==> src/rtl/branch_hazard_ctrl.sv <==
// branch_hazard_ctrl: ID-stage sequencer for conditional branches (bgez/beq/bne/blez/bgtz).
// Detects operands still in flight, stalls the front end 0/1/2 cycles, picks comparator forwarding
// sources, and turns branch_taken into PC-redirect + IF/ID flush in the resolving cycle.
// Ports: clk/reset (async, active-high); id_* = branch in ID; ex_*/mem_*/wb_* = producer stages;
//        branch_taken = comparator result; fwd_a_sel/fwd_b_sel, stall, pc_branch_sel, flush_ifid,
//        branch_count/taken_count (live only when BRANCH_STATS_EN is defined, otherwise constant 0).
// Latency: all control outputs combinational from state + inputs; only the FSM (and counters) are flops.
module branch_hazard_ctrl (
   input  logic        clk,
   input  logic        reset,
   input  logic [5:0]  id_opcode,
   input  logic [4:0]  id_rs,
   input  logic [4:0]  id_rt,
   input  logic        ex_regwrite,
   input  logic        ex_memread,
   input  logic [4:0]  ex_rd,
   input  logic        mem_regwrite,
   input  logic        mem_memread,
   input  logic [4:0]  mem_rd,
   input  logic        wb_regwrite,
   input  logic [4:0]  wb_rd,
   input  logic        branch_taken,
   output logic [1:0]  fwd_a_sel,
   output logic [1:0]  fwd_b_sel,
   output logic        stall,
   output logic        pc_branch_sel,
   output logic        flush_ifid,
   output logic [31:0] branch_count,
   output logic [31:0] taken_count
);

   localparam logic [1:0] IDLE    = 2'd0;
   localparam logic [1:0] STALL   = 2'd1;
   localparam logic [1:0] RESOLVE = 2'd2;

   logic [1:0] state_q, state_d;
   logic       is_branch, uses_rt;
   logic       ex_match, mem_match;
   logic [1:0] need;
   logic       stall_c, resolve_c;

   // Forward source for one comparator operand; MEM ALU result wins over WB data.
   function automatic logic [1:0] fwd_src(input logic [4:0] r,
                                          input logic       m_wr,
                                          input logic       m_rd_mem,
                                          input logic [4:0] m_rd,
                                          input logic       w_wr,
                                          input logic [4:0] w_rd);
      logic [1:0] sel;
      sel = 2'd0;
      if (r != 5'd0) begin
         if (m_wr && !m_rd_mem && (m_rd == r)) sel = 2'd1;
         else if (w_wr && (w_rd == r))         sel = 2'd2;
      end
      return sel;
   endfunction

   always_comb begin
      is_branch = 1'b0;
      uses_rt   = 1'b0;
      case (id_opcode)
         6'h01, 6'h06, 6'h07: is_branch = 1'b1;
         6'h04, 6'h05: begin
            is_branch = 1'b1;
            uses_rt   = 1'b1;
         end
         default: ;
      endcase
   end

   assign ex_match  = ex_regwrite && (ex_rd != 5'd0) &&
                      ((ex_rd == id_rs) || (uses_rt && (ex_rd == id_rt)));
   assign mem_match = mem_regwrite && (mem_rd != 5'd0) &&
                      ((mem_rd == id_rs) || (uses_rt && (mem_rd == id_rt)));

   // A load in EX needs two bubbles; an ALU op in EX or a load in MEM needs one.
   always_comb begin
      need = 2'd0;
      if (ex_match && ex_memread)                    need = 2'd2;
      else if (ex_match || (mem_match && mem_memread)) need = 2'd1;
   end

   always_comb begin
      state_d   = state_q;
      stall_c   = 1'b0;
      resolve_c = 1'b0;
      case (state_q)
         IDLE: begin
            if (is_branch) begin
               if (need == 2'd0) begin
                  resolve_c = 1'b1;
               end else begin
                  stall_c = 1'b1;
                  state_d = (need == 2'd2) ? STALL : RESOLVE;
               end
            end
         end
         STALL: begin
            stall_c = 1'b1;
            state_d = RESOLVE;
         end
         RESOLVE: begin
            // Operands are known to be forwardable now; hazards are not re-checked.
            resolve_c = 1'b1;
            state_d   = IDLE;
         end
         default: state_d = IDLE;
      endcase
   end

   always_ff @(posedge clk or posedge reset) begin
      if (reset) state_q <= IDLE;
      else       state_q <= state_d;
   end

   // Reset gates every output so stall drops the moment reset rises.
   assign stall         = !reset && stall_c;
   assign pc_branch_sel = !reset && resolve_c && branch_taken;
   assign flush_ifid    = !reset && resolve_c && branch_taken;

   assign fwd_a_sel = (reset || !is_branch) ? 2'd0 :
                      fwd_src(id_rs, mem_regwrite, mem_memread, mem_rd, wb_regwrite, wb_rd);
   assign fwd_b_sel = (reset || !is_branch || !uses_rt) ? 2'd0 :
                      fwd_src(id_rt, mem_regwrite, mem_memread, mem_rd, wb_regwrite, wb_rd);

`ifdef BRANCH_STATS_EN
   logic [31:0] branch_count_q, branch_count_d;
   logic [31:0] taken_count_q, taken_count_d;

   always_comb begin
      branch_count_d = branch_count_q;
      taken_count_d  = taken_count_q;
      if (resolve_c) begin
         branch_count_d = branch_count_q + 32'd1;
         if (branch_taken) taken_count_d = taken_count_q + 32'd1;
      end
   end

   always_ff @(posedge clk or posedge reset) begin
      if (reset) begin
         branch_count_q <= 32'd0;
         taken_count_q  <= 32'd0;
      end else begin
         branch_count_q <= branch_count_d;
         taken_count_q  <= taken_count_d;
      end
   end

   assign branch_count = branch_count_q;
   assign taken_count  = taken_count_q;
`else
   assign branch_count = 32'd0;
   assign taken_count  = 32'd0;
`endif

endmodule

==> config.mk <==
export PLATFORM = sky130hd
export DESIGN_NAME = branch_hazard_ctrl
export DESIGN_NICKNAME = d
export VERILOG_FILES = /design/src/rtl/branch_hazard_ctrl.sv
export SDC_FILE = /design/constraint.sdc
export NUM_CORES = 1
export LEC_CHECK = 0
export CORE_UTILIZATION = 30
export CTS_CLUSTER_DIAMETER = 80
export DETAILED_ROUTE_END_ITERATION = 12
export PLACE_DENSITY = 0.8
export SETUP_SLACK_MARGIN = 0.2
export SLEW_MARGIN = 15
export SYNTH_ARGS = -nofsm -noshare
export SYNTH_HDL_FRONTEND = slang
export SYNTH_SLANG_ARGS = --single-unit
==> constraint.sdc <==
create_clock -name clk -period 2.5 [get_ports clk]
set_input_delay 0.5 -clock clk [delete_from_list [all_inputs] [get_ports clk]]
set_output_delay 0.5 -clock clk [all_outputs]
set_load 0.03 [all_outputs]
# Yosys cells after proc, flatten, opt, wreduce, memory -nomap -nowiden
# Cells that the tools add are included.
[word_totals] out_inout_bits=71 elab_cells=73 reg_bits=2 inputBits=39
[op_classes] n_mux=22 eq_ne=16 n_reduce_logical=34
[op_table] operator="$eq A5 B5 Y1" n=6
[op_table] operator="$eq A6 B3 Y1 const B" n=4
[op_table] operator="$mux W2" n=12
[op_table] operator="$reduce_bool A5 Y1" n=4
[op_table] operator="$logic_and A1 B1 Y1" n=16
[op_table] operator="$mux W1" n=7
[op_table] operator="$eq A6 B1 Y1 const B" n=1
[op_table] operator="$logic_or A1 B1 Y1" n=5
[op_table] operator="$reduce_or A5 Y1" n=1
[op_table] operator="$eq A2 B2 Y1 const B" n=2
[op_table] operator="$logic_not A1 Y1" n=4
[op_table] operator="$logic_not A2 Y1" n=2
[op_table] operator="$ne A2 B2 Y1 const B" n=2
[op_table] operator="$pmux W1 S2" n=2
[op_table] operator="$pmux W2 S2" n=1
[op_table] operator="$eq A2 B1 Y1 const B" n=1
[op_table] operator="$reduce_and A2 Y1" n=1
[op_table] operator="$reduce_or A2 Y1" n=1

# Logic depth before layout (Yosys ltp)
[logic_depth] word_depth=16 ltp_mapped=7 mapped_depth_nobuf=6

# Least setup slack after synthesis
# Ideal clock, no wire load.
[synth_path] path_kind="input -> output" startpoint="in mem_rd[1]" endpoint="out pc_branch_sel" slack_ps=57 arrival_time_ps=1943 path_buffers=1 path_stages=6 path_cell_list="or4_1 o211ai_1 a21oi_2 nor3_2 o2111a_1 buf_4"
[synth_via] elab_chain_cells=14
[synth_rtl] item="from (decl)" line="19" rtl="input logic [4:0] mem_rd,"
[synth_rtl] item="$eq A5 B5 Y1" line="74" rtl="((mem_rd == id_rs) || (uses_rt && (mem_rd == id_rt)));"
[synth_rtl] item="$logic_and A1 B1 Y1" line="74"
[synth_rtl] item="$logic_or A1 B1 Y1" line="74"
[synth_rtl] item="$logic_and A1 B1 Y1 *" line="73" rtl="assign mem_match = mem_regwrite && (mem_rd != 5'd0) &&"
[synth_rtl] item="$logic_and A1 B1 Y1 *" line="80" rtl="else if (ex_match || (mem_match && mem_memread)) need = 2'd1;"
[synth_rtl] item="$logic_or A1 B1 Y1 *" line="80"
[synth_rtl] item="$mux W1 *" line="80"
[synth_rtl] item="$mux W2 *" line="79" rtl="if (ex_match && ex_memread) need = 2'd2;"
[synth_rtl] item="$logic_not A2 Y1 *" line="90" rtl="if (need == 2'd0) begin"
[synth_rtl] item="$mux W1 *" line="90"
[synth_rtl] item="$mux W1 *" line="89" rtl="if (is_branch) begin"
[synth_rtl] item="$pmux W1 S2 *" line="87" rtl="case (state_q)"
[synth_rtl] item="$logic_and A1 B1 Y1 * (2 in series)"
[synth_rtl] item="to (decl)" line="26" rtl="output logic pc_branch_sel,"
# Mark *: on every way between the ends. The rest lies on a longest branch, timed or not.

# Final worst setup path
[layout_path] startpoint="in mem_rd[3]" endpoint="out pc_branch_sel"
[layout_via] elab_chain_cells=14
[layout_rtl] item="$eq A5 B5 Y1" line="74"
[layout_rtl] item="$logic_and A1 B1 Y1" line="74"
[layout_rtl] item="$logic_or A1 B1 Y1" line="74"
[layout_rtl] item="$logic_and A1 B1 Y1 *" line="73"
[layout_rtl] item="$logic_and A1 B1 Y1 *" line="80"
[layout_rtl] item="$logic_or A1 B1 Y1 *" line="80"
[layout_rtl] item="$mux W1 *" line="80"
[layout_rtl] item="$mux W2 *" line="79"
[layout_rtl] item="$logic_not A2 Y1 *" line="90"
[layout_rtl] item="$mux W1 *" line="90"
[layout_rtl] item="$mux W1 *" line="89"
[layout_rtl] item="$pmux W1 S2 *" line="87"
[layout_rtl] item="$logic_and A1 B1 Y1 * (2 in series)" line="118" rtl="assign pc_branch_sel = !reset && resolve_c && branch_taken;"
# Marks and branches as above.

==> results by group <==
Status
  – Status: completed

Global routing
  – Vias in the first global route: 928
  – GRT Resource Usage Total: 13.8%
  – Largest net degree at the start of global routing: 5
  – Initial antenna violation count: 0
  – First-pass GRT wire length: 4300 microns
  – Remaining global-route overflow: 0

Power and ir drop
  – Net switching power: between 200 and 250 uW
  – Clk pwr share: about 18%
  – Internal: 194 uW
  – Sequential power share: 7.8%
  – VDD IR max: roughly 0.088 mV
  – Design Power: 422 uW
  – P per Cell Area: 249 nW/um^2
  – Sw Share: around 54%
  – Comb pwr share: ~75%
  – Pleak: 0.000831 uW

Synthesis
  – Seq/Total Area, Yosys: 4.56%
  – Synth Flop Type: dfrtp_1
  – Area of the mapped netlist: 1100 sq um
  – Cell taking the most area after synthesis: buf_4
  – Post-synthesis cell count: 144
  – Synth area leaders: buf_4 (44%), xor2_1 (18%), xnor2_1 (6.4%), dfrtp_1 (4.6%), nor3_1 (4.6%)
  – Yosys reg bits: 2
  – YS warnings: 0
  – Number of synthesized flops with an enable pin: 0
  – Avg Inst Size Synth: 7.62 sq um
  – Ys async rst share: 100%
  – Yosys top cell area share: between 40 and 50%
  – Post-synth cell types: 28

Layout
  – Layout net count: 264
  – Antenna cells: 0
  – Synth-to-layout area growth: 54.2%
  – Share of layout cells above drive strength 1: between 30 and 40%
  – Largest regs: state_q x2
  – Largest register FFs: 2
  – Reg with most FFs: state_q

CTS
  – Root Driver: clkbuf_4
  – CTS H-Tree Depth: 1
  – Clock Path Buffers: 2
  – Worst-skew pair later-pin latency: 230 ps
  – Reg clk slew, reported paths: 30 ps
  – CTS Buf Count: 3
  – TritonCTS clock tree: built
  – Clock sinks: 2

Setup path
  – Slowest CP cell: or4_1
  – CP top delay family: simple AND/OR/NAND/NOR gates
  – Worst path arrival time: 1960 ps
  – CP max FO: 2
  – Critical path buffer and inverter count: 2
  – Most frequent CP cell: buf_6
  – CP Capture Type: primary output
  – Worst path max stage delay: 510 ps
  – Critical Path, Cell by Cell: buf_6 -> or4_1 -> o211ai_1 -> a21oi_4 -> nor3_2 -> o2111a_2 -> buf_6
  – Worst Setup Path Type: input pin to primary output
  – CP required: roughly 2000 ps
  – CP Launch Type: input pin

Place
  – Global placement routability congestion: around 0.83
  – Final HPWL DP: 2270 microns
  – Buffers on Ports: 45

Floorplanning
  – Die Area: ~3900 sq um
  – Initial core utilization: 32.1%
  – Height of the die: 62.5 microns
  – Number of placed I/O pins: 110
  – Core area: between 3000 and 4000 sq um
  – Core Rows: 21
  – Die Wd: 62.5 microns

Timing
  – Final period util: between 90% and 100%
  – Unrepaired setup endpoints after global routing: true
  – Hold Vio Cnt, Final: 0
  – Fmax: 407 MHz
  – Post-Route Setup TNS: 0 ps
  – Fin crit period: approximately 2500 ps
  – Max Slew Vio Count: 0
  – Skew final: 3.02 ps
  – # setup viols final: 0

Routing
  – Drt total wl: approximately 2800 microns
  – Drc violations: 0
  – 1st-pass router iterations: 2
  – Vias per std cell: 3.84
  – Drt wl/cell: approximately 11 microns
  – Initial DRC count: 30
  – DR vias: ~1000
  – Post-DRT Antenna Nets: 0

Hold path
  – Worst Hold Class: input pin to async pin

Job
  – Max-Cap Viols: 0
## synth_stat cells, types with 3 or more instances
cell type / number
nor3_1: 10
xnor2_1: 8
nor2_1: 5
buf_4: 65
xor2_1: 22
nand3_1: 3
## cell type report
cell class / count / area (sq um)
Tap cell: 46 / 57.6
Sequential cell: 2 / 50.0
Clock buffer: 3 / 22.5
Multi-Input combinational cell: 138 / 897
Timing Repair Buffer: 78 / 657
Inverter: 2 / 7.51
Fill cell: 351 / 1720
## final timing paths
path                       slack, ps       start             to  depth (start not counted)
max in group asynchronous       1800       reset     state_q[0]                          3
min                              600       reset     state_q[1]                          3
max                               40   mem_rd[3]  pc_branch_sel                          7
min in group clk                 600  state_q[0]     state_q[1]                          2
min reg2reg                      600  state_q[0]     state_q[1]                          2
max reg2reg                     1600  state_q[1]     state_q[1]                          3
## cells in the final DEF (no fill, tap or decap), drive strengths merged, types with 2 or more instances in the layout
cell           netlist  layout
conb                 1      64
buf                 65      54
xor2                22      22
nor3                11      11
clkdlybuf4s50        0       9
dlygate4sd2          0       8
xnor2                8       8
clkbuf               0       7
nor2                 5       5
nand3                5       5
o21ai                3       3
a21oi                3       3
or4                  3       3
clkdlybuf4s15        0       3
inv                  2       2
o211ai               2       2
nand2b               2       2
dfrtp                2       2
nor4                 2       2
## per-layer routing
| layer | vias up | track usage [%] | routed length (microns) |
|---|---|---|---|
| li1 | 514 | - | - |
| met1 | 463 | 15.5 | 1110 |
| met2 | 55 | 26.8 | 1540 |
| met3 | 2 | 2.01 | 151 |
| met4 | 0 | 3.49 | 21 |
| met5 | - | 0 | 0 |
## tightest hold or removal path: stages
cell and delay (ps):
clkdlybuf4s50_1 420, inv_1 100, buf_4 130
## stage by stage
| step | instance area [sq um] | cells | setup WS, ps | utilization (%) | hold slack [ps] |
|---|---|---|---|---|---|
| final | 1690 | 269 | 44.1 | 49.5 | 601 |
| after global placement | 1520 | 257 | -418 | 44.6 | 579 |
| after detailed placement | 1520 | 257 | -466 | 44.6 | 607 |
| after CTS | 1630 | 267 | 35.1 | 47.7 | 584 |
| after global routing | 1690 | 269 | -12.9 | 49.5 | 605 |
| after floorplan | 1340 | 207 | 160 | - | 258 |
## logic make-up (layout without fill, tap and decap cells)
group	Yosys count	in the layout	share of synthesized area, %
buf+inv	67	83	45.2
flops	2	2	4.56
xor+xnor	30	30	23.9
compound gates	11	11	7.75
simple gates	33	33	18.2
other cells	1	64	0.342
## power by group through the flow
stage          sequential [uW]  combinational (uW)  clock, uW
2_1_floorplan             33.1                 256          0
3_3_place_gp              33.1                 294          0
3_5_place_dp              33.1                 296          0
4_1_cts                   32.7                 301       78.4
5_1_grt                   32.7                 335       82.1
6_report                  32.7                 315       73.6
## what timing repair did
action,in CTS,in global routing
hold buffers,0,0
pin swaps,23,15
setup endpoints to repair,7,7
setup buffers,7,2
resized for setup,101,24
Power figures use the tool's default switching activity.
